===== config.mk =====
export PLATFORM = sky130hd
export DESIGN_NAME = pe_vec
export DESIGN_NICKNAME = d
export VERILOG_FILES = /design/src/rtl/pe_vec.sv
export SDC_FILE = /design/constraint.sdc
export NUM_CORES = 1
export LEC_CHECK = 0
export ABC_AREA = 1
export CAP_MARGIN = 10
export CORE_MARGIN = 3
export CORE_UTILIZATION = 55
export CTS_CLUSTER_DIAMETER = 30
export CTS_CLUSTER_SIZE = 10
export DETAILED_ROUTE_END_ITERATION = 10
export GPL_TIMING_DRIVEN = 0
export HOLD_SLACK_MARGIN = 0.06
export PLACE_DENSITY = 0.71
export SLEW_MARGIN = 20
export SYNTH_ARGS = -nofsm -noshare
export SYNTH_HDL_FRONTEND = slang
export SYNTH_SLANG_ARGS = --single-unit

===== constraint.sdc =====
create_clock -name clk -period 19.64 [get_ports clk]
set_input_delay 3.928 -clock clk [delete_from_list [all_inputs] [get_ports clk]]
set_output_delay 3.928 -clock clk [all_outputs]
set_load 0.01 [all_outputs]

===== src/rtl/pe_vec.sv =====
// rtl/pe_vec.sv - systolic MAC processing element with operand FIFOs and neighbour forwarding (option: PE_ROUND_EN)

// Operand FIFO: registered occupancy; a write to a full FIFO lands only if a pop frees a slot that cycle
module pe_vec_fifo #(
  parameter int DW     = 16,
  parameter int FDEPTH = 4
) (
  input  logic          clk,
  input  logic          rst_n,
  input  logic [DW-1:0] wdata,
  input  logic          we,
  input  logic          pop,
  output logic [DW-1:0] rdata,
  output logic          empty,
  output logic          full
);
  localparam int AW = $clog2(FDEPTH);

  logic [DW-1:0] mem [FDEPTH];
  logic [AW-1:0] wptr;
  logic [AW-1:0] rptr;
  logic [AW:0]   cnt;
  logic          wr_ok;

  assign empty = (cnt == '0);
  assign full  = (cnt == (AW+1)'(FDEPTH));
  assign wr_ok = we && (!full || pop);
  assign rdata = mem[rptr];

  // Storage array, written on every accepted write
  always_ff @(posedge clk) begin
    if (wr_ok) mem[wptr] <= wdata;
  end

  // Pointer and occupancy bookkeeping
  always_ff @(posedge clk or negedge rst_n) begin
    if (!rst_n) begin
      wptr <= '0;
      rptr <= '0;
      cnt  <= '0;
    end else begin
      if (wr_ok) wptr <= wptr + 1'b1;
      if (pop)   rptr <= rptr + 1'b1;
      case ({wr_ok, pop})
        2'b10:   cnt <= cnt + 1'b1;
        2'b01:   cnt <= cnt - 1'b1;
        default: cnt <= cnt;
      endcase
    end
  end
endmodule

module pe_vec #(
  parameter int DW     = 16,
  parameter int FDEPTH = 4,
  parameter int SHIFT  = 0
) (
  input  logic          clk,
  input  logic          rst_n,
  input  logic          start,
  input  logic [7:0]    max_cntr,
  input  logic [DW-1:0] a_in,
  input  logic [DW-1:0] b_in,
  input  logic          awe,
  input  logic          bwe,
  output logic          aff,
  output logic          bff,
  input  logic          a_ns,
  input  logic          b_ns,
  output logic [DW-1:0] a_out,
  output logic [DW-1:0] b_out,
  output logic          aoe,
  output logic          boe,
  output logic          start_next,
  output logic          se,
  output logic [DW-1:0] s_out,
  output logic          sat,
  output logic          fout
);
  // Accumulator has 8 guard bits so 255 full-scale products cannot wrap
  localparam int ACCW = 2*DW + 8;

`ifdef PE_ROUND_EN
  localparam bit ROUND_EN = 1'b1;
`else
  localparam bit ROUND_EN = 1'b0;
`endif

  // Without rounding the shift collapses to zero, making the scale path an identity
  localparam int EFF_SHIFT = ROUND_EN ? SHIFT : 0;
  localparam logic signed [ACCW-1:0] RND   = ACCW'((1 << EFF_SHIFT) >> 1);
  localparam logic signed [ACCW-1:0] S_MAX = {{(ACCW-DW+1){1'b0}}, {(DW-1){1'b1}}};
  localparam logic signed [ACCW-1:0] S_MIN = {{(ACCW-DW+1){1'b1}}, {(DW-1){1'b0}}};

  typedef enum logic [1:0] {IDLE, RUN, OUT} state_t;

  state_t                  state;
  logic [7:0]              remain;
  logic signed [ACCW-1:0]  acc;
  logic signed [ACCW-1:0]  acc_next;
  logic signed [ACCW-1:0]  scaled;
  logic signed [2*DW-1:0]  prod;
  logic [DW-1:0]           a_data;
  logic [DW-1:0]           b_data;
  logic                    a_empty;
  logic                    b_empty;
  logic                    pop;
  logic [DW-1:0]           res;
  logic                    res_sat;

  pe_vec_fifo #(.DW(DW), .FDEPTH(FDEPTH)) u_afifo (
    .clk(clk), .rst_n(rst_n), .wdata(a_in), .we(awe), .pop(pop),
    .rdata(a_data), .empty(a_empty), .full(aff)
  );

  pe_vec_fifo #(.DW(DW), .FDEPTH(FDEPTH)) u_bfifo (
    .clk(clk), .rst_n(rst_n), .wdata(b_in), .we(bwe), .pop(pop),
    .rdata(b_data), .empty(b_empty), .full(bff)
  );

  // A pair is consumed only when both operands exist and neither neighbour is stalled
  assign pop = (state == RUN) && !a_empty && !b_empty && !a_ns && !b_ns;

  assign prod     = (2*DW)'($signed(a_data)) * (2*DW)'($signed(b_data));
  assign acc_next = acc + ACCW'(prod);
  assign scaled   = (acc_next + RND) >>> EFF_SHIFT;

  // Clip the (optionally rounded) running sum to the signed output range
  always_comb begin
    res     = scaled[DW-1:0];
    res_sat = 1'b0;
    if (scaled > S_MAX) begin
      res     = S_MAX[DW-1:0];
      res_sat = 1'b1;
    end else if (scaled < S_MIN) begin
      res     = S_MIN[DW-1:0];
      res_sat = 1'b1;
    end
  end

  // Control FSM with accumulator and registered result outputs
  always_ff @(posedge clk or negedge rst_n) begin
    if (!rst_n) begin
      state  <= IDLE;
      remain <= '0;
      acc    <= '0;
      s_out  <= '0;
      sat    <= 1'b0;
      se     <= 1'b0;
      fout   <= 1'b0;
    end else begin
      se <= 1'b0;
      case (state)
        IDLE: begin
          if (start) begin
            remain <= max_cntr;
            acc    <= '0;
            s_out  <= '0;
            sat    <= 1'b0;
            fout   <= 1'b1;
            if (max_cntr == 8'd0) begin
              state <= OUT;
              se    <= 1'b1;
            end else begin
              state <= RUN;
            end
          end
        end
        RUN: begin
          if (pop) begin
            acc    <= acc_next;
            remain <= remain - 8'd1;
            if (remain == 8'd1) begin
              state <= OUT;
              se    <= 1'b1;
              s_out <= res;
              sat   <= res_sat;
            end
          end
        end
        OUT: begin
          state <= IDLE;
          fout  <= 1'b0;
        end
        default: state <= IDLE;
      endcase
    end
  end

  // Forward each popped pair to the east/south neighbours, and pass start along
  always_ff @(posedge clk or negedge rst_n) begin
    if (!rst_n) begin
      a_out      <= '0;
      b_out      <= '0;
      aoe        <= 1'b0;
      boe        <= 1'b0;
      start_next <= 1'b0;
    end else begin
      aoe        <= pop;
      boe        <= pop;
      start_next <= start;
      if (pop) begin
        a_out <= a_data;
        b_out <= b_data;
      end
    end
  end
endmodule


==> flow_metrics.tcl <==
set metrics [dict create \
    antenna_left 0 \
    crit_type "reg2reg" \
    setup_repair_after_global_routing_missed_its_margin "no" \
    yosys_most_used_dff "edfxtp_1" \
    tritoncts_num_sinks 245 \
    post_cts_resize_count 0 \
    period_share_pct 49.85 \
    worst-endpoint-required_ns 20.15 \
    worst_skew_pair.late_latency_ns 0.59 \
    syn_area_per_cell_um2 8.774 \
    vias 18440 \
    root_buffer "clkbuf_16" \
    die_width_um 212.1 \
    clock_tree_from_tritoncts "built" \
    crit_arrival_ns 10.31 \
    synth.net_count 3166 \
    synth-edff-count 128 \
    post_cts_buffers 0 \
    num_io_pins 103 \
    worst_setup_path_start_kind "register" \
    final_layout_size_suffix_gt1_share_pct 5.972 \
    critPathMaxFanout 10 \
    port-buffer-count 102 \
    first_global_vias 19250 \
    cts_buffers 53 \
    place.detailed.hpwl_um 51720 \
    run_status "completed" \
    sequential_cell_area_um2 6771 \
    postRouteWirelength_um 63230 \
    timing.final.crit_period_ns 9.791 \
    start_util_pct 56.43 \
    final_util_pct 65.41 \
    wire_per_inst_um 18.52 \
    synth.yosys.seq_area_share_pct 28.99 \
    end_kind "register" \
    die_area_um2 44970 \
    worst_max_slew_pin_slew_ns 1.213 \
    syn2layout_area_growth_pct 15.91 \
    drv.max_cap_violation_count 0 \
    yosys_register_bits 245 \
    number_of_nets_in_the_layout 3340 \
    report.final.slew_viol_count 0 \
    total_placed_cells_including_tap_cells 3313 \
    hold_path.class "reg2reg" \
    ys_warn_count 0 \
    fin_setup_tns_ns 0 \
    cts.clk_slew.worst_paths_ns 0.05 \
    async_reset_ff_share_pct 47.76 \
    route.detailed.vias_per_inst 5.402 \
    drt_iter0_drc 1460 \
    coreArea_um2 41390 \
    grt_use_total_pct 29.71 \
    area_of_combinational_cells_with_multiple_inputs_um2 14020 \
    grt_first_pass_wirelength_um 102800 \
    instances_no_fill 3414 \
    post_synthesis_cell_area_um2 23360 \
    setup_violations 0 \
    grt_remaining_overflow 0 \
    timing_hold_violations_final 0 \
    number_of_buffers_inserted_by_hold_repair_at_cts 0 \
    fillers 3445 \
    routabilityCongestion 0.9500 \
    grt_antenna_before_repair 1 \
    worst_path_max_delay_cell "a32oi_1" \
    fin_worst_hold_slack_ns 0.4809 \
    clk_path_buf_depth 3 \
    postSynthCellCount 2662 \
    std_cell_rows 74 \
    chipHeight_um 212.1 \
    total_drc_errors_in_the_routed_layout 0 \
    worst_clock_skew_ns 0.01479 \
    h-tree-depth 2 \
    firstDrtPassIters 7 \
    synth_cell_types 47 \
    grt_start_max_net_pins 42 \
    fmax_mhz 102.1 \
    critical-path-max-stage-delay_ns 0.97 \
    timing.max_slew.rel_slack_pct 19.16 \
]
-- cells by family after synthesis --
logic type               count (synthesis)  synth area share, %
AO/OA/AOI/OAI                          194                4.870
buffers and inverters                  679                11.06
AND/OR/NAND/NOR                       1055                18.71
XOR/XNOR                                30                1.125
multiplexers                             2              0.08572
adder cells (fa/ha/maj)                457                35.15
flip-flops                             245                28.99
-- worst max-delay path, delay by kind of cell (launching register included) --
kind,cells,cell delay [ns]
fa+ha+maj,7,3.90
flops,1,0.35
compound gates,2,1.27
buf+inv,9,2.07
simple gates,15,2.10
-- sequential cells by signal (all words and copies together) (netlist names), 2 cells and up --
register      count
u_bfifo.mem      64
state             2
remain            8
u_afifo.mem      64
acc              40
u_afifo.cnt       3
u_afifo.rptr      2
b_out            16
u_bfifo.rptr      2
s_out            16
u_bfifo.wptr      2
u_afifo.wptr      2
u_bfifo.cnt       3
a_out            16
-- stage by stage --
stage / instance area [um2] / setup WS [ns]
floorplan: 23360 / 12.05
global placement: 25040 / 9.761
detailed placement: 25250 / 9.922
CTS: 27070 / 9.897
global route: 27070 / 9.316
finish: 27070 / 9.849
-- worst paths after layout --
check                                       end             from  slack (ns)  cells after the start
worst min register to register         s_out[4]         s_out[4]        0.48                      2
worst max-delay path                   s_out[9]  u_bfifo.rptr[0]        9.85                     33
worst max register to register         s_out[9]  u_bfifo.rptr[0]        9.85                     33
worst min-delay path                   s_out[4]         s_out[4]        0.48                      2
max in group asynchronous       u_afifo.wptr[1]            rst_n       15.53                      3
min in group asynchronous              s_out[3]            rst_n        3.25                      1
-- placed cells by master, fill, tap and decap left out, types with 7 or more instances in the layout --
cell	count
nand2_1	638
inv_1	596
fa_1	331
nor2_1	228
edfxtp_1	128
ha_1	125
dfrtp_1	117
clkdlybuf4s50_1	101
nand3_1	95
o21ai_0	83
a21oi_1	63
clkbuf_1	58
clkbuf_16	53
a32oi_1	30
nand4_1	21
xor2_1	20
nor2_2	13
nand2_2	12
nand3b_1	12
buf_6	11
nor3_1	10
xnor2_1	10
buf_1	9
clkinv_1	9
inv_2	7
clkinv_2	7
inv_6	7
-- synthesized netlist by cell type (all sizes together), types with 2 or more instances --
cell type	n	area, um2
nand2	651	2481
inv	604	2270
fa	332	6646
nor2	244	950.9
edfxtp	128	3844
ha	125	1564
dfrtp	117	2928
nand3	98	505.5
o21ai	84	420.4
a21oi	65	332.8
clkbuf	52	195.2
a32oi	30	262.8
nand4	23	156.4
xor2	20	175.2
buf	16	92.58
nor3	16	110.1
nand3b	12	90.09
xnor2	10	87.58
clkinv	7	26.28
o211ai	6	55.05
nor4	5	31.28
o21bai	4	30.03
or2	3	18.77
a31oi	2	12.51
and2	2	13.77
mux2i	2	20.02
-- area by class of cell --
type / instances / area share [%]
repair buffers: 119 / 4.456
inverters: 611 / 8.481
plain buffers: 68 / 1.063
multi-input cells: 1738 / 51.80
clock inverters: 34 / 1.419
clock buffers: 65 / 5.287
well taps: 532 / 2.459
flip-flops and latches: 245 / 25.01
diodes: 2 / 0.01849
-- layer usage --
layer	routed length [um]	global-route usage, %
met5	0	0
met4	1752	9.654
met3	5059	5.681
met2	29510	47.73
met1	26910	41.22
Power is left out: the tool's default activity adds up to more than one toggle a clock period on the data nets, which glitch-free logic cannot reach.
==> variant 1: new RTL, same settings <==
Register the input `a_in` before use, without a reset. The logic sees it one clock later. The other inputs are not delayed to match.
--- a/src/rtl/pe_vec.sv
+++ b/src/rtl/pe_vec.sv
@@ -94,6 +94,12 @@
 
   typedef enum logic [1:0] {IDLE, RUN, OUT} state_t;
 
+  logic [DW-1:0] a_q;
+
+  always_ff @(posedge clk) begin
+    a_q <= a_in;
+  end
+
   state_t                  state;
   logic [7:0]              remain;
   logic signed [ACCW-1:0]  acc;
@@ -109,7 +115,7 @@
   logic                    res_sat;
 
   pe_vec_fifo #(.DW(DW), .FDEPTH(FDEPTH)) u_afifo (
-    .clk(clk), .rst_n(rst_n), .wdata(a_in), .we(awe), .pop(pop),
+    .clk(clk), .rst_n(rst_n), .wdata(a_q), .we(awe), .pop(pop),
     .rdata(a_data), .empty(a_empty), .full(aff)
   );
 
Formal check against the unedited RTL: not equivalent (Yosys sat finds a counterexample within 4 cycles, from zero or initial values and one cycle with rst_n low).
==> variant 1 against the original RTL <==
- highest routed layer unchanged
- hold slack got worse by 0.0082 ns
- die area rose by 1.4%
- wire length rose by 0.83%
- first-iteration DRC count fell by 4.3%
- core utilization barely moved
- cell area rose by 2.1%
- critical path depth fell by 3
- sequential cell count rose by 16
- area after synthesis rose by 1.5%
- worst setup slack got worse by 0.0065 ns
Power is left out: the tool's default activity adds up to more than one toggle a clock period on the data nets, which glitch-free logic cannot reach.
==> variant 1: results (changes against the original RTL) <==
[detailed_routing]
drtIter0Drc = 1397  ; was 1460
vias = 18178  ; was 18441

[synthesis]
syn_inst = 2652  ; was 2662
async_reset_ff_frac = 0.4483  ; was 0.4776
synthTopCellsByCount = 629 x nand2_1, 597 x inv_1, 332 x fa_1  ; was 638 x nand2_1, 596 x inv_1, 332 x fa_1
syn_nets = 3156  ; was 3166
yosysSeqAreaShare = 0.2993  ; was 0.2899
synthDistinctLibCells = 46  ; was 47

[global_routing]
grt_use_total = 0.2982  ; was 0.2971
grt_pass1_wl_microns = 104100  ; was 102800 microns
grt_max_degree = 76  ; was 42
grt_pass1_vias = 19321  ; was 19248

[clocking]
worstSkewPairLatency_ns = 0.61  ; was 0.59 ns
cts_buffers = 56  ; was 53

[placement]
dp_slack_ns = 10.11  ; was 9.922 ns
dpl.hpwl_microns = 51930  ; was 51720 microns

[worst_setup_path]
arrival_ns = 10.27  ; was 10.31 ns
crit_start = u_bfifo.rptr[1]  ; was u_bfifo.rptr[0]
critPathMaxStageDelay_ns = 0.92  ; was 0.97 ns

[timing]
slew_headroom = 0.1817  ; was 0.1916
skew_ns = 0.03012  ; was 0.01479 ns

[worst_hold_path]
hold_start = a_q[4]  ; was s_out[4]
hold_path.class = flop to flop  ; unchanged

[run_status]
status = finished clean  ; unchanged

[layout]
drive_gt1_frac = 0.07481  ; was 0.05972

==> variant 1: layout make-up <==
class	instances	area, sq um
Inverter	622	2335
Clock buffer	68	1496
Buffer	65	285.3
Fill cell	3490	14590
Multi-Input combinational cell	1704	14010
Sequential cell	261	7092
Clock inverter	38	550.5
Tap cell	539	674.4
Timing Repair Buffer	116	1191
==> variant 1: metrics by stage <==
stage / cell area [sq um] / utilization / hold slack [ns]
5_1_grt: 27630 / 0.6544 / 0.5021
6_report: 27630 / 0.6544 / 0.4727
4_1_cts: 27630 / 0.6544 / 0.4737
2_1_floorplan: 23700 / - / 0.4383
3_3_place_gp: 25390 / 0.6013 / 0.4476
3_5_place_dp: 25590 / 0.6059 / 0.4619
==> variant 1: worst max-delay path, delay by kind of cell, from the launching register on <==
family                   cells  cell delay, ns
AO/OA/AOI/OAI                2            1.00
flip-flops                   1            0.37
buffers and inverters        7            1.84
adder cells (fa/ha/maj)      7            3.90
AND/OR/NAND/NOR             14            2.54
==> variant 1: cells by family after synthesis <==
family          Yosys count  synth area share
mux                       2         0.0008448
simple gates           1014            0.1813
buf+inv                 687            0.1105
xor+xnor                 25          0.009240
fa+ha+maj               457            0.3465
flops                   261            0.2993
compound gates          206           0.05243
==> variant 1: worst paths after layout <==
kind / to / slack (ns) / cells after the start
min in group asynchronous: acc[0] / 3.22 / 1
min: u_afifo.mem[1][4] / 0.47 / 0
max: s_out[3] / 9.84 / 30
min reg2reg: u_afifo.mem[1][4] / 0.47 / 0
max reg2reg: s_out[3] / 9.84 / 30
max in group asynchronous: acc[34] / 15.67 / 2
==> variant 1: metal layers <==
layer	global-route usage	share of wire
met3	0.05530	0.077
met4	0.1000	0.033
met1	0.4086	0.42
met5	0	0
met2	0.4862	0.47
==> variant 2: new RTL, same settings <==
Made on the original files. `DW` is set to 16 in 2 places; all go to 18.
--- a/src/rtl/pe_vec.sv
+++ b/src/rtl/pe_vec.sv
@@ -2,7 +2,7 @@
 
 // Operand FIFO: registered occupancy; a write to a full FIFO lands only if a pop frees a slot that cycle
 module pe_vec_fifo #(
-  parameter int DW     = 16,
+  parameter int DW     = 18,
   parameter int FDEPTH = 4
 ) (
   input  logic          clk,
@@ -51,7 +51,7 @@
 endmodule
 
 module pe_vec #(
-  parameter int DW     = 16,
+  parameter int DW     = 18,
   parameter int FDEPTH = 4,
   parameter int SHIFT  = 0
 ) (
Interface: changed (5 resized); port bits go from 103 to 113. No check against the original RTL was run, so the function may have changed too.
==> variant 2 against the original RTL <==
- sequential cell count rose by 26
- worst setup slack lost 0.70 ns
- wire length increased by 25%
- area after synthesis is 12% higher
- critical path type unchanged
- cell area rose by 13%
- cell count increased by 10%
Power is not shown: default switching activity piles up to over one toggle a cycle in this logic, so the estimate is an artifact.
==> variant 2: results (changes against the original RTL) <==
[worst_setup_path]
crit_path_end = s_out[10]  ; was s_out[9]
arrival_ns = 11.03  ; was 10.31 ns
reg2reg_setup_slack_ns = 9.15  ; was 9.85 ns

[worst_hold_path]
holdPathStages = 1  ; was 2
hold_start = u_bfifo.rptr[1]  ; was s_out[4]
min_to = u_bfifo.rptr[1]  ; was s_out[4]

[synthesis]
async_reset_ff_frac = 0.4686  ; was 0.4776
synth-compound-area-share = 0.05261  ; was 0.04870
synthTopCellsByCount = 682 x nand2_1, 609 x inv_1, 402 x fa_1  ; was 638 x nand2_1, 596 x inv_1, 332 x fa_1
yosysSeqAreaShare = 0.2858  ; was 0.2899
synth_fa_ha_area_frac = 0.3728  ; was 0.3515
synthMuxAreaShare = 0.001191  ; was 0.0008571

[timing]
skew_ns = 0.03934  ; was 0.01479 ns
slew_headroom = 0.2399  ; was 0.1916
holdWs_ns = 0.4801  ; was 0.4809 ns

[detailed_routing]
drtIter0Drc = 1732  ; was 1460
drtPass1Iterations = 6  ; was 7
postRouteWirelength_microns = 79280  ; was 63230 microns
wl_met1_microns = 33100  ; was 26910 microns

[layout]
fill_cells = 3826  ; was 3445
top_regs = u_afifo.mem: 72 flops, u_bfifo.mem: 72 flops, acc: 44 flops  ; was u_afifo.mem: 64 flops, u_bfifo.mem: 64 flops, acc: 40 flops
drive_gt1_frac = 0.05977  ; was 0.05972
fin_area_sq_um = 30510  ; was 27070 sq um

[global_routing]
grt_use_total = 0.3274  ; was 0.2971
use_met1 = 0.4501  ; was 0.4122
grt_pass1_wl_microns = 124800  ; was 102800 microns

[placement]
portBuffers = 112  ; was 102
dpl.hpwl_microns = 63970  ; was 51720 microns
dp_slack_ns = 9.448  ; was 9.922 ns
place_inst = 3655  ; was 3313
detailed_place.area_sq_um = 28390  ; was 25250 sq um

[clocking]
worstSkewPairLatency_ns = 0.62  ; was 0.59 ns

[run_status]
status = finished clean  ; unchanged

-- variant 2: cell count changes in the layout (fill, tap and decap cells not counted), moves of 11 or more --
cell,delta
clkbuf_1,+11
nor2_1,+44
a21oi_1,+20
edfxtp_1,+16
inv_1,+13
ha_1,+14
nand2_1,+44
fa_1,+70
-- variant 2: final cells by class --
cell class | instances | share of cell area
Multi-Input combinational cell | 1934 | 0.5276
Sequential cell | 271 | 0.2459
Inverter | 627 | 0.07713
Clock buffer | 69 | 0.05097
Timing Repair Buffer | 134 | 0.04420
Tap cell | 607 | 0.02489
Clock inverter | 44 | 0.01821
Buffer | 83 | 0.01103
Antenna cell | 1 | 0.00008201
-- variant 2: worst max-delay path, delay by kind of cell, from the launching register on --
family | cells | cell delay [ns]
buf+inv | 8 | 2.11
flops | 1 | 0.32
fa+ha+maj | 8 | 4.60
compound gates | 2 | 0.88
simple gates | 15 | 2.45
